[src/rtl/neighbor_fifo_dispatch.sv]
// Neighbor-address FIFO feeding a one-hot edge-PE dispatcher through a single hold register.
// Optional build macro NBR_FIFO_OVF_CHECK_EN adds the sticky ovf_err output.
`ifndef Neighbor_info_bandwidth
`define Neighbor_info_bandwidth 8
`endif
`ifndef Num_Edge_PE
`define Num_Edge_PE 4
`endif

// state | meaning
// IDLE  | hold register empty; pops the FIFO head as soon as count > 0
// OFFER | hold register valid; pe_valid[hold_tag] asserted until that PE accepts
module neighbor_fifo_dispatch #(
    parameter int DEPTH  = 8,
    parameter int ADDR_W = `Neighbor_info_bandwidth,
    parameter int NUM_PE = `Num_Edge_PE
) (
    input  logic                      clk,
    input  logic                      reset,
    input  logic                      wr_valid,
    input  logic [ADDR_W-1:0]         wr_addr,
    input  logic [$clog2(NUM_PE)-1:0] wr_pe_tag,
    output logic                      full,
    output logic                      empty,
    output logic [NUM_PE-1:0]         pe_valid,
    output logic [ADDR_W-1:0]         pe_addr,
    input  logic [NUM_PE-1:0]         pe_ready
`ifdef NBR_FIFO_OVF_CHECK_EN
    ,
    output logic                      ovf_err
`endif
);

    localparam int TAG_W = $clog2(NUM_PE);
    localparam int PTR_W = $clog2(DEPTH);
    localparam int CNT_W = $clog2(DEPTH) + 1;
    localparam logic [CNT_W-1:0]  CNT_DEPTH = CNT_W'(DEPTH);
    // Two slots reserved for the writer's pop-to-data latency.
    localparam logic [CNT_W-1:0]  CNT_FULL  = CNT_W'(DEPTH - 2);
    localparam logic [NUM_PE-1:0] PE_ONE    = NUM_PE'(1);

    typedef enum logic {
        IDLE  = 1'b0,
        OFFER = 1'b1
    } state_t;

    state_t state;
    state_t state_next;

    logic [ADDR_W-1:0] mem_addr [DEPTH];
    logic [TAG_W-1:0]  mem_tag  [DEPTH];
    logic [PTR_W-1:0]  wptr;
    logic [PTR_W-1:0]  rptr;
    logic [CNT_W-1:0]  count;
    logic [ADDR_W-1:0] hold_addr;
    logic [TAG_W-1:0]  hold_tag;
    logic [NUM_PE-1:0] hold_valid;
    logic              wr_en;
    logic              pop;
    logic              xfer_done;

    assign wr_en    = wr_valid && (count < CNT_DEPTH);
    assign full     = (count >= CNT_FULL);
    assign empty    = (count == '0) && (state == IDLE);
    assign pe_valid = hold_valid;
    assign pe_addr  = hold_addr;

    always_comb begin
        state_next = state;
        pop        = 1'b0;
        xfer_done  = 1'b0;
        case (state)
            IDLE: begin
                if (count != '0) begin
                    pop        = 1'b1;
                    state_next = OFFER;
                end
            end
            OFFER: begin
                if (pe_ready[hold_tag]) begin
                    xfer_done = 1'b1;
                    if (count != '0) begin
                        pop = 1'b1;
                    end else begin
                        state_next = IDLE;
                    end
                end
            end
            default: state_next = IDLE;
        endcase
    end

    always_ff @(posedge clk or posedge reset) begin
        if (reset) begin
            state <= IDLE;
        end else begin
            state <= state_next;
        end
    end

    always_ff @(posedge clk or posedge reset) begin
        if (reset) begin
            wptr       <= '0;
            rptr       <= '0;
            count      <= '0;
            hold_addr  <= '0;
            hold_tag   <= '0;
            hold_valid <= '0;
        end else begin
            if (wr_en) begin
                wptr <= wptr + 1'b1;
            end
            if (pop) begin
                rptr <= rptr + 1'b1;
            end
            count <= count + CNT_W'(wr_en) - CNT_W'(pop);
            // One-hot offer is registered with the entry so pe_* come straight from flops.
            if (pop) begin
                hold_addr  <= mem_addr[rptr];
                hold_tag   <= mem_tag[rptr];
                hold_valid <= PE_ONE << mem_tag[rptr];
            end else if (xfer_done) begin
                hold_valid <= '0;
            end
        end
    end

    always_ff @(posedge clk) begin
        if (wr_en) begin
            mem_addr[wptr] <= wr_addr;
            mem_tag[wptr]  <= wr_pe_tag;
        end
    end

`ifdef NBR_FIFO_OVF_CHECK_EN
    always_ff @(posedge clk or posedge reset) begin
        if (reset) begin
            ovf_err <= 1'b0;
        end else if (wr_valid && (count == CNT_DEPTH)) begin
            ovf_err <= 1'b1;
        end
    end
`endif

endmodule
[config.mk]
export PLATFORM = sky130hd
export DESIGN_NAME = neighbor_fifo_dispatch
export DESIGN_NICKNAME = d
export VERILOG_FILES = /design/src/rtl/neighbor_fifo_dispatch.sv
export SDC_FILE = /design/constraint.sdc
export NUM_CORES = 1
export LEC_CHECK = 0
export CAP_MARGIN = 20
export CORE_ASPECT_RATIO = 1.4
export CORE_UTILIZATION = 45
export CTS_CLUSTER_SIZE = 24
export DETAILED_ROUTE_END_ITERATION = 10
export HOLD_SLACK_MARGIN = 0.12
export SLEW_MARGIN = 5
export SYNTH_ARGS = -nofsm -noshare
export SYNTH_HDL_FRONTEND = slang
export SYNTH_SLANG_ARGS = --single-unit
[constraint.sdc]
create_clock -name clk -period 3.1 [get_ports clk]
set_clock_uncertainty 0.05 [all_clocks]
set_input_delay 0.31 -clock clk [delete_from_list [all_inputs] [get_ports clk]]
set_output_delay 0.31 -clock clk [all_outputs]
set_load 0.03 [all_outputs]
==> impl_metrics.env, run 1 <==
export IMPL_start_util=0.464
export IMPL_p_leak_nw=1.84
export IMPL_slowest_delay_ns=0.67
export IMPL_final_nets=301
export IMPL_syn_inst=226
export IMPL_vias_per_cell=5.50
export IMPL_drtIter0Drc=139
export IMPL_htree_levels=3
export IMPL_chipHeight_um=117
export IMPL_yosys_top_cells_area="edfxtp_1 (57%), dfrtp_1 (15%), mux4_2 (5.9%)"
export IMPL_synthFlopType="edfxtp_1"
export IMPL_firstDrtPassIters=7
export IMPL_syn_nets=253
export IMPL_hpwl_um=4780
export IMPL_hold_viol_final=0
export IMPL_synth_seq_cells=105
export IMPL_worst_r2r_path_depth=10
export IMPL_gp_congestion=0.710
export IMPL_drc=8
export IMPL_yosys_cell_types_count=32
export IMPL_regArea_mm2=0.00303
export IMPL_seq_area_frac_synth=0.718
export IMPL_drv_slew=0
export IMPL_fin_crit_sh=0.734
export IMPL_numCtsBuffers=9
export IMPL_cp_cell_sequence="inv_1 -> ha_1 -> nand3_1 -> nor2_1 -> clkdlybuf4s50_1"
export IMPL_clkTransAtPathRegs_ns=0.07
export IMPL_syn_to_final_growth_pct=18.8
export IMPL_ys_top_cells_by_count="edfxtp_1 (80), dfrtp_1 (25), nor2_1 (16)"
export IMPL_fmax_ghz=0.440
export IMPL_ant_nets=0
export IMPL_gr_total_overflow=0
export IMPL_max_cap_violations=0
export IMPL_ctsRootBufferMaster="clkbuf_16"
export IMPL_cts_tree="done"
export IMPL_clockBufferDepth=2
export IMPL_synth_area_leader_cell="edfxtp_1"
export IMPL_cp_end_kind="output port"
export IMPL_rrSetupSlack_ns=0.91
export IMPL_rsz0062_at_grt="no"
export IMPL_dp_cells=370
export IMPL_critPathSlowestCell="clkdlybuf4s50_1"
export IMPL_dieWidth_um=83.8
export IMPL_r2r_end="count[2]$_DFF_PP0_"
export IMPL_numPortBuffers=30
export IMPL_syn_area_mm2=0.00422
export IMPL_ctsHoldBuffers=0
export IMPL_worstSkewPairLatency_ns=0.34
export IMPL_violations="design-rule violations"
export IMPL_cts_resized=0
export IMPL_ys_warn_count=0
export IMPL_grt_pass1_vias=2148
export IMPL_placementRows=41
export IMPL_setup_viol=0
export IMPL_multi_input_area_mm2=0.00110
export IMPL_fin_util=0.551
export IMPL_worst_path_max_fanout=3
export IMPL_tightest_slew_ns=0.529
export IMPL_outcome="complete, but fails checks"
export IMPL_slew_headroom=0.646
export IMPL_grt_util_all_layers=0.170
export IMPL_synthDominantCellAreaShare=0.570
export IMPL_antenna_cells=0
export IMPL_grt_pass1_wl_um=11600
export IMPL_vias=2122
export IMPL_period_minus_slack_ns=2.28
export IMPL_ir_drop_uv=501
export IMPL_start_kind="flop"
export IMPL_power_density_mw_per_mm2=962
export IMPL_crit_type="reg2out"
export IMPL_tns_ns=0
export IMPL_routed_wl_um=7480
export IMPL_io_pins=31
export IMPL_critPathRequiredTime_ns=2.74
export IMPL_clock_sinks=105
export IMPL_synth_edff_count=80
export IMPL_n_fill_cell=717
export IMPL_ys_async_sr_fraction=0.238
export IMPL_yosysMostFrequentCell="edfxtp_1"
export IMPL_cp_arrival_ns=1.92
export IMPL_drive_gt1_frac=0.154
export IMPL_design_core_area_mm2=0.00908
export IMPL_dieArea_mm2=0.00976
export IMPL_cts_setup_buffers=0
export IMPL_syn_area_per_cell_um2=18.7
export IMPL_crit_start="count[2]$_DFF_PP0_"
export IMPL_post_drt_wl_per_cell_um=19.4
export IMPL_antenna_found_initial=0
export IMPL_grt_max_degree=24
export IMPL_r2r_start="hold_tag[1]$_DFFE_PP0P_"
export IMPL_min_path_type="in2async"
export IMPL_crit_path_end="empty"
export IMPL_final_cells=386
-- how the worst min path moves through the flow --
stage / start / endpoint / slack (ns) / cells past startpoint
3_3_place_gp: pe_valid[0]$_DFFE_PP0P_ / pe_valid[0]$_DFFE_PP0P_ / 0.43 / 1
5_1_grt: reset / rptr[1]$_DFFE_PP0P_ / 0.30 / 2
4_1_cts: reset / rptr[1]$_DFFE_PP0P_ / 0.27 / 2
3_5_place_dp: pe_valid[1]$_DFFE_PP0P_ / pe_valid[1]$_DFFE_PP0P_ / 0.44 / 1
6_report: reset / rptr[1]$_DFFE_PP0P_ / 0.25 / 2
2_1_floorplan: reset / count[0]$_DFF_PP0_ / 0.29 / 1
-- registers in the layout, indices dropped and copies added (netlist names) --
| register | count |
|---|---|
| pe_valid | 4 |
| count | 4 |
| wptr | 3 |
| hold_tag | 2 |
| pe_addr | 8 |
| state | 1 |
| mem_addr | 64 |
| rptr | 3 |
| mem_tag | 16 |
-- power by group --
group | total (W) | switching [W] | internal, W
Combinational | 0.00171 | 0.000883 | 0.000825
Sequential | 0.00200 | 0.000200 | 0.00180
Clock | 0.00111 | 0.000486 | 0.000626
-- area by class of cell --
| class | instances | area share |
|---|---|---|
| sequential | 105 | 0.605 |
| multi-input combinational | 102 | 0.220 |
| timing repair buffer | 44 | 0.0810 |
| clock buffer | 9 | 0.0450 |
| tap | 107 | 0.0267 |
| clock inverter | 7 | 0.0140 |
| inverter | 12 | 0.00900 |
-- through the flow --
stage          setup slack (ns)  power, W  hold WS (ns)  instance area [um2]
6_report                  0.825   0.00482         0.252                 5010
5_1_grt                   0.658   0.00510         0.299                 5010
4_1_cts                   0.776   0.00489         0.274                 5010
3_5_place_dp              0.570   0.00377         0.442                 4710
3_3_place_gp              0.607   0.00373         0.431                 4710
2_1_floorplan             0.783   0.00324         0.287                 4220
-- placed cells by master (no fill, tap or decap), types with 3 or more instances in the layout --
cell type        synthesis  routed
buf_4                    1      14
clkbuf_16                0       9
dfrtp_1                 25      25
nor2_1                  16      16
mux4_2                  11      11
ha_1                     9       9
clkdlybuf4s50_1          0      30
xor2_1                   3       3
xnor2_1                  3       3
nand2b_1                 3       3
mux2i_1                 11      11
inv_1                   11      11
mux4_1                   9       9
a21oi_1                 10      10
nand2_1                  6       6
edfxtp_1                80      80
-- critical path: cells and delay by family, from the launching register on --
family                   cells  cell delay, ns
buffers and inverters        2            0.76
flip-flops                   1            0.40
adder cells (fa/ha/maj)      1            0.18
AND/OR/NAND/NOR              2            0.23
-- kinds of logic (layout without fill, tap and decap cells) --
logic type | after synthesis | count (layout) | share of synthesized area
xor+xnor | 6 | 6 | 0.0125
flops | 105 | 105 | 0.718
fa+ha+maj | 10 | 10 | 0.0315
compound gates | 19 | 19 | 0.0297
simple gates | 33 | 33 | 0.0356
mux | 34 | 34 | 0.152
buf+inv | 19 | 72 | 0.0208
-- layer usage --
| metal | track usage | wire [um] |
|---|---|---|
| met5 | 0 | 0 |
| met4 | 0.102 | 191 |
| met3 | 0.0318 | 230 |
| met2 | 0.285 | 3790 |
| met1 | 0.208 | 3270 |
No activity file was read; power rests on OpenSTA's default activity.
==> run 2: changes to the inputs <==
Clock period 3.1 ns to 2.2 ns, I/O delays scaled along.
==> run 2 against run 1 <==
Compared with the run above: the flow still finishes with violations (design-rule violations); flip-flop and latch count did not move; register-to-register slack got worse by 0.80 ns; clock-buffer cell count did not move; combinational power rose by 60%; critical path depth rose by 5; largest cell class unchanged; hold slack got worse by 0.065 ns; die area did not move; power rose by 50%; sequential power rose by 39%; via count rose by 2.0%; largest power group unchanged.
==> impl_metrics.env, run 2 (same netlist as run 1, synthesis figures left out) <==
export IMPL_timing_final_ws_setup_ns=0.110
export IMPL_clockBufferDepth=2
export IMPL_setup_viol=0
export IMPL_chipHeight_um=117
export IMPL_critPathSlowestCell="dfrtp_1"
export IMPL_regMostFlops="mem_addr"
export IMPL_cts_tree="done"
export IMPL_routed_wl_um=7860
export IMPL_final_nets=316
export IMPL_p_leak_nw=1.93
export IMPL_final_common_cell="edfxtp_1"
export IMPL_fmax_ghz=0.478
export IMPL_clkTransAtPathRegs_ns=0.07
export IMPL_critPathRequiredTime_ns=2.39
export IMPL_placementRows=41
export IMPL_combPwrFrac=0.377
export IMPL_cp_end_kind="flop"
export IMPL_syn_to_final_growth_pct=23.1
export IMPL_stdcell_area_mm2=0.00519
export IMPL_worst_path_max_fanout=3
export IMPL_dieWidth_um=83.8
export IMPL_post_drt_wl_per_cell_um=19.6
export IMPL_seqPwrFrac=0.385
export IMPL_tns_ns=0
export IMPL_n_fill_cell=710
export IMPL_placedInstanceArea_mm2=0.00481
export IMPL_drc=6
export IMPL_vias=2164
export IMPL_gr_total_overflow=0
export IMPL_fin_crit_sh=0.950
export IMPL_clock_sinks=105
export IMPL_switchingPower_w=0.00234
export IMPL_htree_levels=3
export IMPL_gp_congestion=0.709
export IMPL_tightest_slew_ns=0.440
export IMPL_vias_per_cell=5.40
export IMPL_firstDrtPassIters=7
export IMPL_cp_cell_sequence="mux2i_1 -> a22oi_2 -> nand2_2 -> inv_2 -> ha_1 -> inv_2 -> ha_2 -> inv_1 -> fa_1 -> xnor2_1"
export IMPL_period_minus_slack_ns=2.09
export IMPL_antenna_cells=0
export IMPL_start_kind="flop"
export IMPL_violations="design-rule violations"
export IMPL_clkPwrFrac=0.238
export IMPL_numPortBuffers=30
export IMPL_cp_top_family="adder cells"
export IMPL_slowest_delay_ns=0.41
export IMPL_drtIter0Drc=134
export IMPL_cp_arrival_ns=2.28
export IMPL_ant_nets=0
export IMPL_hold_viol_final=0
export IMPL_start_util=0.464
export IMPL_antenna_found_initial=0
export IMPL_max_cap_violations=0
export IMPL_drive_gt1_frac=0.235
export IMPL_io_pins=31
export IMPL_dp_worst_setup_slack_ns=-0.0653
export IMPL_cp_num_buf_inv=3
export IMPL_grt_util_all_layers=0.175
export IMPL_outcome="complete, but fails checks"
export IMPL_dieArea_mm2=0.00976
export IMPL_crit_start="hold_tag[1]$_DFFE_PP0P_"
export IMPL_largest_reg_flops=64
export IMPL_r2r_start="hold_tag[1]$_DFFE_PP0P_"
export IMPL_final_cell_mix="edfxtp_1 (80), clkdlybuf4s50_1 (28), buf_4 (28), dfrtp_1 (25), nor2_1 (16)"
export IMPL_ctsRootBufferMaster="clkbuf_16"
export IMPL_internal_power_w=0.00490
export IMPL_worstSkewPairLatency_ns=0.35
export IMPL_grt_pass1_wl_um=12200
export IMPL_power_density_mw_per_mm2=1390
export IMPL_hpwl_um=5110
export IMPL_p_sw_frac=0.324
export IMPL_cp_common_cell="inv_2"
export IMPL_grt_max_degree=26
export IMPL_crit_type="reg2reg"
export IMPL_drv_slew=0
export IMPL_ir_drop_uv=629
export IMPL_design_core_area_mm2=0.00908
export IMPL_grt_pass1_vias=2292
export IMPL_ctsHoldBuffers=0
export IMPL_slew_headroom=0.703
export IMPL_min_path_type="in2async"
export IMPL_numCtsBuffers=9
==> run 2: cell types whose count changed in the layout (fill, tap and decap cells not counted), sizes merged <==
cell	delta
buf	+15
bufinv	+1
clkdlybuf4s50	-2
clkinv	-2
dlygate4sd2	+2
inv	+1
==> run 2: cell type report <==
| type | instances | area, um2 | share of cell area |
|---|---|---|---|
| Multi-Input combinational cell | 102 | 1130 | 0.217 |
| Inverter | 12 | 45.0 | 0.00868 |
| Clock buffer | 9 | 225 | 0.0434 |
| Clock inverter | 7 | 101 | 0.0195 |
| Timing Repair Buffer | 59 | 528 | 0.102 |
| Sequential cell | 105 | 3030 | 0.584 |
| Tap cell | 107 | 134 | 0.0258 |
==> run 2: path summary, 6_finish.rpt <==
kind	endpoint	slack [ns]	cells after the start
min in group clk	pe_valid[0]$_DFFE_PP0P_	0.45	1
worst min register to register	pe_valid[0]$_DFFE_PP0P_	0.45	1
worst min-delay path	pe_valid[2]$_DFFE_PP0P_	0.19	3
worst max register to register	count[2]$_DFF_PP0_	0.11	10
max in group asynchronous	pe_addr[0]$_DFFE_PP0P_	1.63	3
worst max-delay path	count[2]$_DFF_PP0_	0.11	10
==> run 2: power groups by stage <==
stage	clock [W]	sequential, W	combinational [W]
finish	0.00172	0.00279	0.00273
global route	0.00183	0.00284	0.00299
CTS	0.00176	0.00279	0.00266
detailed placement	0	0.00283	0.00265
global placement	0	0.00282	0.00262
floorplan	0	0.00294	0.00165
==> run 2: per-layer routing <==
metal	part of all wire	GRT usage	vias up
li1	-	-	1004
met1	0.43	0.200	1108
met2	0.53	0.323	42
met3	0.026	0.0304	10
met4	0.020	0.0828	0
met5	0	0	-
==> run 2: through the flow <==
step / hold slack (ns) / total power (W) / std cells / utilization
2_1_floorplan: 0.197 / 0.00459 / 226 / -
3_3_place_gp: 0.427 / 0.00543 / 381 / 0.530
3_5_place_dp: 0.438 / 0.00549 / 381 / 0.530
4_1_cts: 0.188 / 0.00721 / 397 / 0.566
5_1_grt: 0.205 / 0.00766 / 401 / 0.571
6_report: 0.187 / 0.00724 / 401 / 0.571
==> run 2: what timing repair did <==
item / 4_1_cts / 5_1_grt
resized for setup: 2 / 8
pin swaps: 0 / 3
buffers inserted: 0 / 4
endpoints found under the setup margin: 2 / 3
==> run 2: worst register-to-register path, stage by stage, from the launching register on <==
cell	delay [ns]
dfrtp_1	0.41
mux2i_1	0.14
a22oi_2	0.23
nand2_2	0.09
inv_2	0.07
ha_1	0.23
inv_2	0.05
ha_2	0.17
inv_1	0.05
fa_1	0.37
xnor2_1	0.13
